$ cat src/rtl/mips_pkg.sv
// rtl/mips_pkg.sv - shared MIPS datapath types: mul/div op encodings, FSM states, default width
package mips_pkg;

    localparam int MD_WIDTH = 32;

    typedef enum logic [1:0] {
        MD_MULT  = 2'b00,
        MD_MULTU = 2'b01,
        MD_DIV   = 2'b10,
        MD_DIVU  = 2'b11
    } md_op_e;

    typedef enum logic [1:0] {
        IDLE = 2'b00,
        CALC = 2'b01,
        FIX  = 2'b10
    } md_state_e;

endpackage

$ cat src/rtl/mul_div_unit.sv
// rtl/mul_div_unit.sv - iterative radix-2 multiply/divide unit with HI/LO result registers
//
// Ports:
//   clk     in   1      clock, rising edge
//   rst     in   1      asynchronous active-low reset
//   start   in   1      launch op, sampled only in IDLE
//   op      in   2      00 MULT, 01 MULTU, 10 DIV, 11 DIVU
//   rs_val  in   WIDTH  multiplicand / dividend
//   rt_val  in   WIDTH  multiplier / divisor
//   hi_we   in   1      MTHI write strobe (IDLE only)
//   lo_we   in   1      MTLO write strobe (IDLE only)
//   wdata   in   WIDTH  MTHI/MTLO data
//   busy    out  1      high while the FSM is not in IDLE
//   done    out  1      one-cycle pulse after HI/LO are updated by an op
//   hi      out  WIDTH  HI register
//   lo      out  WIDTH  LO register
module mul_div_unit
    import mips_pkg::*;
#(
    parameter int WIDTH = MD_WIDTH
) (
    input  logic             clk,
    input  logic             rst,
    input  logic             start,
    input  logic [1:0]       op,
    input  logic [WIDTH-1:0] rs_val,
    input  logic [WIDTH-1:0] rt_val,
    input  logic             hi_we,
    input  logic             lo_we,
    input  logic [WIDTH-1:0] wdata,
    output logic             busy,
    output logic             done,
    output logic [WIDTH-1:0] hi,
    output logic [WIDTH-1:0] lo
);

    localparam int CNT_W = $clog2(WIDTH) + 1;
    localparam logic [CNT_W-1:0] LAST_STEP = CNT_W'(WIDTH - 1);

    // Two's-complement magnitude, applied only when en is set (signed ops).
    function automatic logic [WIDTH-1:0] abs_val(input logic [WIDTH-1:0] v, input logic en);
        return (en && v[WIDTH-1]) ? (~v + WIDTH'(1)) : v;
    endfunction

    md_state_e state, state_nxt;

    logic [CNT_W-1:0]   cnt;
    // Multiply: {partial product high, multiplier shifting out the bottom}.
    // Divide:   {partial remainder, dividend shifting in / quotient bits shifting out}.
    logic [2*WIDTH-1:0] acc;
    // Multiplicand magnitude for multiply, divisor magnitude for divide.
    logic [WIDTH-1:0]   oper;
    logic [WIDTH-1:0]   rs_raw;
    logic               is_div;
    logic               neg_main;
    logic               neg_rem;
    logic               div_zero;

    logic               op_signed;
    logic [WIDTH-1:0]   abs_rs;
    logic [WIDTH-1:0]   abs_rt;

    logic [WIDTH:0]     mul_sum;
    logic [2*WIDTH-1:0] mul_next;
    logic [WIDTH:0]     rem_sh;
    logic               div_ge;
    logic [WIDTH-1:0]   div_diff;
    logic [2*WIDTH-1:0] div_next;

    logic [2*WIDTH-1:0] prod_fix;
    logic [WIDTH-1:0]   quo_fix;
    logic [WIDTH-1:0]   rem_fix;
    logic [WIDTH-1:0]   fix_hi;
    logic [WIDTH-1:0]   fix_lo;

    assign op_signed = ~op[0];
    assign abs_rs    = abs_val(rs_val, op_signed);
    assign abs_rt    = abs_val(rt_val, op_signed);
    assign busy      = (state != IDLE);

    // State register.
    always_ff @(posedge clk or negedge rst) begin
        if (!rst) begin
            state <= IDLE;
        end else begin
            state <= state_nxt;
        end
    end

    // Next-state logic.
    always_comb begin
        state_nxt = state;
        case (state)
            IDLE:    if (start) state_nxt = CALC;
            CALC:    if (cnt == LAST_STEP) state_nxt = FIX;
            FIX:     state_nxt = IDLE;
            default: state_nxt = IDLE;
        endcase
    end

    // One shift-add multiply step. The extra sum bit is the carry that
    // becomes the new accumulator MSB after the right shift.
    always_comb begin
        mul_sum  = {1'b0, acc[2*WIDTH-1:WIDTH]} + {1'b0, oper};
        mul_next = acc[0] ? {mul_sum, acc[WIDTH-1:1]}
                          : {1'b0, acc[2*WIDTH-1:1]};
    end

    // One restoring divide step. The shifted remainder needs WIDTH+1 bits;
    // when it is >= divisor the true difference fits in WIDTH bits.
    always_comb begin
        rem_sh   = acc[2*WIDTH-1:WIDTH-1];
        div_ge   = (rem_sh >= {1'b0, oper});
        div_diff = rem_sh[WIDTH-1:0] - oper;
        div_next = div_ge ? {div_diff, acc[WIDTH-2:0], 1'b1}
                          : {acc[2*WIDTH-2:0], 1'b0};
    end

    // Sign fix-up of the magnitude result.
    always_comb begin
        prod_fix = neg_main ? (~acc + (2*WIDTH)'(1)) : acc;
        quo_fix  = neg_main ? (~acc[WIDTH-1:0] + WIDTH'(1)) : acc[WIDTH-1:0];
        rem_fix  = neg_rem  ? (~acc[2*WIDTH-1:WIDTH] + WIDTH'(1)) : acc[2*WIDTH-1:WIDTH];
        fix_hi   = prod_fix[2*WIDTH-1:WIDTH];
        fix_lo   = prod_fix[WIDTH-1:0];
        if (is_div) begin
            if (div_zero) begin
                // Signed ops would otherwise negate the all-ones quotient.
                fix_lo = '1;
                fix_hi = rs_raw;
            end else begin
                fix_lo = quo_fix;
                fix_hi = rem_fix;
            end
        end
    end

    // Datapath and result registers.
    always_ff @(posedge clk or negedge rst) begin
        if (!rst) begin
            cnt      <= '0;
            acc      <= '0;
            oper     <= '0;
            rs_raw   <= '0;
            is_div   <= 1'b0;
            neg_main <= 1'b0;
            neg_rem  <= 1'b0;
            div_zero <= 1'b0;
            hi       <= '0;
            lo       <= '0;
            done     <= 1'b0;
        end else begin
            done <= (state == FIX);
            case (state)
                IDLE: begin
                    if (hi_we) hi <= wdata;
                    if (lo_we) lo <= wdata;
                    if (start) begin
                        cnt      <= '0;
                        is_div   <= op[1];
                        rs_raw   <= rs_val;
                        div_zero <= (rt_val == '0);
                        neg_main <= op_signed & (rs_val[WIDTH-1] ^ rt_val[WIDTH-1]);
                        neg_rem  <= op_signed & rs_val[WIDTH-1];
                        if (op[1]) begin
                            acc  <= {{WIDTH{1'b0}}, abs_rs};
                            oper <= abs_rt;
                        end else begin
                            acc  <= {{WIDTH{1'b0}}, abs_rt};
                            oper <= abs_rs;
                        end
                    end
                end
                CALC: begin
                    cnt <= cnt + CNT_W'(1);
                    acc <= is_div ? div_next : mul_next;
                end
                FIX: begin
                    hi <= fix_hi;
                    lo <= fix_lo;
                end
                default: ;
            endcase
        end
    end

endmodule

$ cat config.mk
export PLATFORM = sky130hd
export DESIGN_NAME = mul_div_unit
export DESIGN_NICKNAME = d
export VERILOG_FILES = /design/src/rtl/mips_pkg.sv /design/src/rtl/mul_div_unit.sv
export SDC_FILE = /design/constraint.sdc
export NUM_CORES = 1
export LEC_CHECK = 0
export BUFFER_PORTS_ARGS = -buffer_cell sky130_fd_sc_hd__buf_2
export CORE_AREA = 2 2 291 178
export CTS_CLUSTER_SIZE = 24
export DETAILED_ROUTE_END_ITERATION = 10
export DIE_AREA = 0 0 293 180
export HOLD_SLACK_MARGIN = 0.12
export PLACE_DENSITY = 0.57
export SYNTH_ARGS = -nofsm -noshare
export SYNTH_HDL_FRONTEND = slang
export SYNTH_SLANG_ARGS = --single-unit
$ cat constraint.sdc
create_clock -name clk -period 5 [get_ports clk]
set_clock_uncertainty 0.15 [all_clocks]
set_input_delay 0.25 -clock clk [delete_from_list [all_inputs] [get_ports clk]]
set_output_delay 0.25 -clock clk [all_outputs]
set_load 0.005 [all_outputs]
==> results.toml, run 1 <==
[timing]
max_slew_margin_pct = 7.49
final_max_slew_viol_count = 0
rsz0062_at_grt = "false"
holdWs_ns = 0.117
finalSetupViolCount = 0
min_period_ns = 4.46
tns_ns = 0
finalHoldViolCount = 0
max_freq_mhz = 224
finalCritPeriodShare_pct = 89.2
worstMarginPinSlew_ns = 1.38

[clock_tree]
cts_made_buffers = 23
post_cts_resized = 0
htreeDepth = 1
cts_buffer_depth = 3
root_buffer = "clkbuf_16"
clock_sinks = 205
cts_tree = "yes"
clk_latency_ns = 0.55
path_clk_slew_ns = 0.06

[worst_setup_path]
cp_slowest_cell = "nor4_1"
crit_path_max_fanout = 8
end_kind = "flip-flop"
arrival_ns = 4.79
path_buf_inv = 0
path_class = "flip-flop to flip-flop"
start_kind = "flip-flop"
crit_chain = "or4_4, or4b_4, or4_4, nor4_1, nor2_1, a2111oi_0, a2111oi_0, nor2_1"
max_stage_delay_ns = 1.11
crit_family = "simple AND/OR/NAND/NOR gates"
cp.required_ns = 5.33

[global_route]
antenna_found_initial = 1
grt_pass1_vias = 17491
grt_use_total_pct = 30.7
gr-total-overflow = 0
grt_max_degree = 94
grt_pass1_wl_microns = 121000

[finish]
mostFrequentLayoutCells = "nand2_1 (312), o21ai_0 (230), dfrtp_1 (202), a21oi_1 (188), buf_2 (166)"
nNetsFinal = 2600
diodes = 0
stdcell_area_sq_um = 20400
drive_above_1_share_pct = 12.5
layout_commonest_cell = "nand2_1"
synthToLayoutAreaGrowth_pct = 17.3
fin_util_pct = 40.5

[die]
dieArea_sq_um = 52700
die_h_microns = 180
rows = 64
start_util_pct = 34.6
coreArea_sq_um = 50200
dieWidth_microns = 293
pin_count = 169

[pwr]
p_leak_uw = 0.00861
powerDensity_nw_per_um2 = 680
ir_drop_v = 0.000272

[route]
routedWlPerCell_microns = 26.6
drt_iter0_markers = 2236
drtAntennaViolNets = 0
wl_microns = 82400
first_pass_iters = 6
viasPerCell = 6.11
drc = 0
dr_total_vias = 18957

[synthesis]
ys_seq_area_share_pct = 29.6
synth_warnings = 0
synth_area_per_cell_sq_um = 7.63
async_flop_share_pct = 100
synth_ff_type = "dfrtp_1"
synth_area_sq_um = 17400
synth-seq-cells = 205
syn-num-nets = 2449
netlist_instances = 2275
synth_cell_type_count = 74
synth-edff-count = 0

[min_path]
worstHoldPathType = "primary input to flip-flop"

[placed_design]
routabilityCongestion = 1.05
io_buffer_count = 168
dp_hpwl_microns = 63800
placedInstanceArea_sq_um = 18800

[status]
status = "finished clean"

[run]
max_cap_viol_count = 0
==> routing by layer <==
layer / up-vias / track usage, % / part of all wire [%]
li1: 8564 / - / -
met1: 9284 / 47.2 / 46
met2: 1026 / 40.1 / 37
met3: 83 / 12.0 / 15
met4: 0 / 4.51 / 1.6
met5: - / 0 / 0
==> stage by stage <==
step / power [uW] / setup slack [ns] / instances
2_1_floorplan: 8410 / 1.09 / 2275
3_3_place_gp: 11500 / 0.805 / 2985
5_1_grt: 14600 / 0.395 / 3102
3_5_place_dp: 11600 / 0.763 / 2985
6_report: 13800 / 0.539 / 3102
4_1_cts: 13400 / 0.733 / 3102
==> cells in the mapped netlist (all sizes together), types with 7 or more instances <==
cell | n | share of area, %
nand2 | 313 | 6.8
o21ai | 231 | 6.7
dfrtp | 205 | 30
a21oi | 188 | 5.4
nor2 | 158 | 3.4
clkbuf | 153 | 3.3
xnor2 | 102 | 5.1
a211oi | 79 | 3.4
ha | 69 | 5.0
inv | 69 | 1.5
xor2 | 62 | 3.1
nor3 | 58 | 1.7
mux2i | 51 | 2.9
o22ai | 40 | 1.4
nand3 | 39 | 1.1
o31ai | 37 | 1.6
o211ai | 32 | 1.4
or4 | 31 | 1.4
a31oi | 29 | 1.0
nor2b | 29 | 1.0
nor4 | 26 | 0.94
or3 | 24 | 0.88
a21o | 23 | 0.99
buf | 21 | 0.56
nand2b | 17 | 0.61
and3 | 15 | 0.54
or2 | 13 | 0.47
a22oi | 12 | 0.52
o41ai | 12 | 0.65
nand4 | 11 | 0.40
o21a | 10 | 0.43
o21bai | 10 | 0.43
a222oi | 8 | 0.46
and2 | 8 | 0.29
o221ai | 8 | 0.40
a22o | 7 | 0.35
mux2 | 7 | 0.45
o2111ai | 7 | 0.35
==> worst min-delay path: cells and delay by family <==
family,cells,cell delay [ns]
AO/OA/AOI/OAI,2,0.32
XOR/XNOR,1,0.10
buffers and inverters,1,0.10
==> power breakdown <==
part           leakage [uW]  switching (uW)  internal, uW  total, uW
Combinational       0.00577            5500          3240       8740
Clock              0.000366             772          1020       1790
Sequential          0.00247            1040          2270       3310
==> state kept, by name (all words and copies together), names as in the netlist <==
signal	cells
neg_main	1
div_zero	1
acc	64
state	2
cnt	6
lo	32
rs_raw	32
is_div	1
done	1
neg_rem	1
oper	32
hi	32
==> cell type report <==
type                    count  area, sq um
clock buffers              31          616
flip-flops and latches    205         5140
clock inverters            10          139
repair buffers            300         2050
well taps                 660          826
multi-input cells        1826        11300
inverters                  70          263
fillers                  5155        29900
==> worst paths after layout <==
check	from	to	slack, ns	cells past startpoint
setup / recovery	acc[22]	hi[8]	0.54	8
hold / removal	rt_val[16]	oper[16]	0.12	4
setup reg to reg	acc[22]	hi[8]	0.54	8
hold reg to reg	lo[20]	lo[20]	0.33	2
max in group asynchronous	rst	is_div	3.51	3
min in group asynchronous	rst	acc[63]	0.13	2
==> repair_timing <==
action,4_1_cts,5_1_grt
setup buffers,0,0
hold endpoints to repair,190,0
hold buffers,76,0
==> cells by family (layout without fill, tap and decap cells) <==
kind of cell | Yosys count | count (layout) | share of synthesized area [%]
AOI/OAI and AO/OA | 775 | 775 | 27.8
xor gates and xnor gates | 164 | 164 | 8.28
adders and majority gates | 71 | 71 | 5.20
buffers and inverters | 244 | 411 | 5.38
DFF | 205 | 205 | 29.6
muxes | 58 | 58 | 3.40
and+or+nand+nor | 758 | 758 | 20.4
Note: power is estimated with default switching activity, not from simulation.
==> run 2: changes to the inputs <==
--- a/config.mk
+++ b/config.mk
@@ -12,6 +12,7 @@
 export DIE_AREA = 0 0 293 180
 export HOLD_SLACK_MARGIN = 0.12
 export PLACE_DENSITY = 0.57
+export RECOVER_POWER = 25
 export SYNTH_ARGS = -nofsm -noshare
 export SYNTH_HDL_FRONTEND = slang
 export SYNTH_SLANG_ARGS = --single-unit
==> run 2 against run 1 <==
The run now ends with max-capacitance violations, max-slew violations left. Highest routed layer unchanged. Critical path depth stayed put. Critical path type unchanged. Largest cell class unchanged. Sequential cell count stayed put. Via count is 0.26% higher. Clock power hardly changed. Die area stayed put.
==> results.toml, run 2 (synthesis results as in run 1) <==
[route]
viasPerCell = 6.13
first_pass_iters = 6
drtAntennaViolNets = 0
wl_microns = 82400
routedWlPerCell_microns = 26.6
drc = 0
drt_iter0_markers = 2395
dr_total_vias = 19006

[finish]
drive_above_1_share_pct = 11.8
layout_commonest_cell = "nand2_1"
diodes = 0
fin_util_pct = 40.5
largest-register = "acc"
mostFrequentLayoutCells = "nand2_1 (312), o21ai_0 (230), dfrtp_1 (202), a21oi_1 (188), nor2_1 (157)"
nNetsFinal = 2600
synthToLayoutAreaGrowth_pct = 17.1
largest_register_ffs = 64

[worst_setup_path]
cp_slowest_cell = "nor4_1"
start_kind = "flip-flop"
max_stage_delay_ns = 1.04
crit_path_max_fanout = 8
end_kind = "flip-flop"
cp.required_ns = 5.32
path_class = "flip-flop to flip-flop"
crit_chain = "or4_4, or4b_4, or4_4, nor4_1, nor2_1, a2111oi_0, a2111oi_0, nor2_1"
arrival_ns = 4.70

[die]
dieWidth_microns = 293
coreArea_sq_um = 50200
dieArea_sq_um = 52700
die_h_microns = 180
rows = 64
pin_count = 169
start_util_pct = 34.6

[clock_tree]
cts_tree = "yes"
path_clk_slew_ns = 0.07
clk_latency_ns = 0.55
post_cts_resized = 0
cts_buffer_depth = 3
clock_sinks = 205
root_buffer = "clkbuf_16"
cts_made_buffers = 23
htreeDepth = 1

[timing]
max_freq_mhz = 228
finalCritPeriodShare_pct = 87.6
setup_ws_ns = 0.622
max_slew_margin_pct = -67.3
holdWs_ns = 0.117
min_period_ns = 4.38
rsz0062_at_grt = "false"
finalSetupViolCount = 0
tns_ns = 0
worstMarginPinSlew_ns = 2.51
finalHoldViolCount = 0
final_max_slew_viol_count = 85

[min_path]
worstHoldPathType = "primary input to flip-flop"

[status]
violations = "max-capacitance violations, max-slew violations"
status = "complete, but fails checks"

[global_route]
grt_pass1_wl_microns = 121000
grt_pass1_vias = 17491
antenna_found_initial = 1
gr-total-overflow = 0
grt_use_total_pct = 30.7
grt_max_degree = 94

[placed_design]
dp_hpwl_microns = 63800
routabilityCongestion = 1.05
pre_cts_ws_ns = 0.763
io_buffer_count = 168

[run]
max_cap_viol_count = 1

[pwr]
p_leak_uw = 0.00856
ir_drop_v = 0.000271
powerDensity_nw_per_um2 = 680
p_total_uw = 13800
==> run 2: cell count changes in the layout (fill, tap and decap cells not counted), sizes merged <==
cell / previous run / this run
buf: 223 / 207
clkbuf: 32 / 48
==> run 2: metal layers <==
layer  global-route usage, %  wire length (microns)
met5                       0                      0
met4                    4.51                   1360
met3                    12.0                  11900
met2                    40.1                  30800
met1                    47.2                  38400
==> run 2: metrics by stage <==
step	instance area, sq um	std cells
after floorplan	17400	2275
after global placement	18800	2985
after detailed placement	18800	2985
after CTS	20400	3102
after global routing	20300	3102
final	20300	3102
==> run 2: final timing paths <==
check	from	to	slack (ns)	depth (start not counted)
min	rt_val[8]	oper[8]	0.12	4
min reg2reg	lo[7]	lo[7]	0.33	2
min in group asynchronous	rst	acc[63]	0.79	2
max	acc[22]	hi[8]	0.62	8
max in group asynchronous	rst	acc[0]	2.16	2
max reg2reg	acc[22]	hi[8]	0.62	8
==> run 2: critical path, delay by kind of cell, from the launching register on <==
kind,cells,cell delay (ns)
simple gates,6,3.09
compound gates,2,0.60
flops,1,0.46
==> run 2: power breakdown <==
part	switching (uW)	leakage [uW]	internal, uW	total, uW
clock	779	0.000366	1020	1800
combinational	5480	0.00572	3230	8710
sequential	1040	0.00247	2270	3300
total	7300	0.00856	6520	13800
==> run 2: area by class of cell <==
type / instances / area (sq um)
repair buffers: 300 / 2020
flip-flops and latches: 205 / 5140
clock inverters: 10 / 139
inverters: 70 / 263
clock buffers: 31 / 616
multi-input cells: 1826 / 11300
well taps: 660 / 826
fillers: 5168 / 29900
==> run 2: timing repair <==
action | CTS | global route
hold buffers | 76 | 0
endpoints found under the hold margin | 190 | 0
setup buffers | 0 | 0
==> run 3: changes to the inputs <==
==> constraint.sdc (replaced) <==
create_clock -name clk -period 4.9 [get_ports clk]
set_clock_uncertainty 0.15 [all_clocks]
set_input_delay 0.245 -clock clk [delete_from_list [all_inputs] [get_ports clk]]
set_output_delay 0.245 -clock clk [all_outputs]
set_load 0.02 [all_outputs]
==> run 3 against run 2 <==
The run still ends with max-capacitance violations, max-slew violations left. Sequential power about the same. Combinational power is 5.6% higher. Critical path depth up 1. Worst hold slack worse by 0.0028 ns. Wire length increased by 1.8%. Core utilization up 0.19 points. Fmax is 0.25% higher. Global-route usage rose by 0.48 points. Critical endpoint is now hi[18]. Largest power group unchanged. Highest routed layer is now met5.
==> results.toml, run 3 (synthesis results as in run 1) <==
[worst_setup_path]
crit_start = "acc[22]"
worstReg2RegEnd = "hi[18]"
ff2ff_setup_slack_ns = 0.53
crit_path_max_fanout = 8
path_class = "flip-flop to flip-flop"
end_kind = "flip-flop"
rr_worst_depth = 9
arrival_ns = 4.65
reg2reg_from = "acc[22]"
cp.required_ns = 5.18
start_kind = "flip-flop"

[finish]
final-instance-count-excl-fill = 3114
layout_commonest_cell = "nand2_1"
fillers = 5176
nNetsFinal = 2612
largest-register = "acc"
mostFrequentLayoutCells = "nand2_1 (312), o21ai_0 (230), dfrtp_1 (202), a21oi_1 (188), nor2_1 (157)"
largest_register_ffs = 64
drive_above_1_share_pct = 12.0
multi_input_area_sq_um = 11300
synthToLayoutAreaGrowth_pct = 17.7
regArea_sq_um = 5140
fin_util_pct = 40.7

[die]
rows = 64
start_util_pct = 34.6
coreArea_sq_um = 50200
pin_count = 169
dieWidth_microns = 293
die_h_microns = 180
dieArea_sq_um = 52700

[pwr]
powerDensity_nw_per_um2 = 701
p_leak_uw = 0.00861
ir_drop_v = 0.000235

[timing]
worstMarginPinSlew_ns = 2.18
final_max_slew_viol_count = 81
finalSetupViolCount = 0
finalHoldViolCount = 0
tns_ns = 0
setup_ws_ns = 0.533
holdWs_ns = 0.115
finalCritPeriodShare_pct = 89.1
max_freq_mhz = 229
max_slew_margin_pct = -45.3
min_period_ns = 4.37
rsz0062_at_grt = "false"

[placed_design]
routabilityCongestion = 1.00
dp.cells = 2992
io_buffer_count = 168
dp_hpwl_microns = 64300
pre_cts_ws_ns = 0.728

[global_route]
grt_pass1_wl_microns = 122000
grt_max_degree = 82
gr-total-overflow = 0
grt_pass1_vias = 17396
antenna_found_initial = 9
grt_use_total_pct = 31.2

[clock_tree]
htreeDepth = 1
path_clk_slew_ns = 0.07
cts_buffer_depth = 3
cts_tree = "yes"
root_buffer = "clkbuf_16"
clk_latency_ns = 0.57
clock_sinks = 205
post_cts_resized = 0
cts_made_buffers = 23

[route]
first_pass_iters = 6
drt_iter0_markers = 2509
drtAntennaViolNets = 0
drc = 0
dr_total_vias = 19162
wl_microns = 83900
routedWlPerCell_microns = 26.9
viasPerCell = 6.15

[run]
max_cap_viol_count = 1

[min_path]
hold_end = "oper[9]"
hp-start = "rt_val[9]"
whs_path_depth = 4
worstHoldPathType = "primary input to flip-flop"

[status]
violations = "max-capacitance violations, max-slew violations"
status = "complete, but fails checks"
[run 3: stage by stage]
stage	total power [uW]	cell area, sq um
4_1_cts	13900	20500
5_1_grt	15100	20400
2_1_floorplan	8760	17400
3_3_place_gp	12000	18900
3_5_place_dp	12000	18900
6_report	14300	20400
[run 3: power breakdown]
part / total (uW) / internal (uW) / switching [uW]
combinational: 9200 / 3320 / 5880
sequential: 3300 / 2310 / 983
clock: 1820 / 1000 / 822
[run 3: metal layers]
metal	track usage, %	part of all wire, %	vias to the layer above
met4	5.95	2.1	8
li1	-	-	8613
met1	48.3	46	9306
met2	39.5	37	1121
met5	0	0.072	-
met3	12.4	15	114
[run 3: final cells by class]
type / instances / area share, %
Antenna cell: 1 / 0.0123
Inverter: 70 / 1.29
Clock inverter: 10 / 0.558
Tap cell: 660 / 4.04
Sequential cell: 205 / 25.2
Timing Repair Buffer: 312 / 10.4
Multi-Input combinational cell: 1826 / 55.5
Clock buffer: 30 / 3.04
[run 3: repair_timing]
action	in CTS	in global routing
setup buffers	0	0
hold endpoints to repair	192	0
setup endpoints to repair	0	0
hold buffers	81	0
[run 3: worst max-delay path, stage by stage, from the launching register on]
cell and delay (ns):
dfrtp_1 0.47, or4_4 0.58, or4b_4 0.51, or4_4 0.47, nor4_1 1.01, nor2_1 0.43
a21oi_1 0.22, o21ai_0 0.09, a31oi_1 0.25, nor3_1 0.09
[run 3: worst max-delay path by stage]
stage,cells past startpoint,end
final,9,hi[18]
after global routing,11,oper[27]
after CTS,9,hi[18]
after detailed placement,9,hi[18]
after global placement,10,oper[27]
after floorplan,11,hi[22]
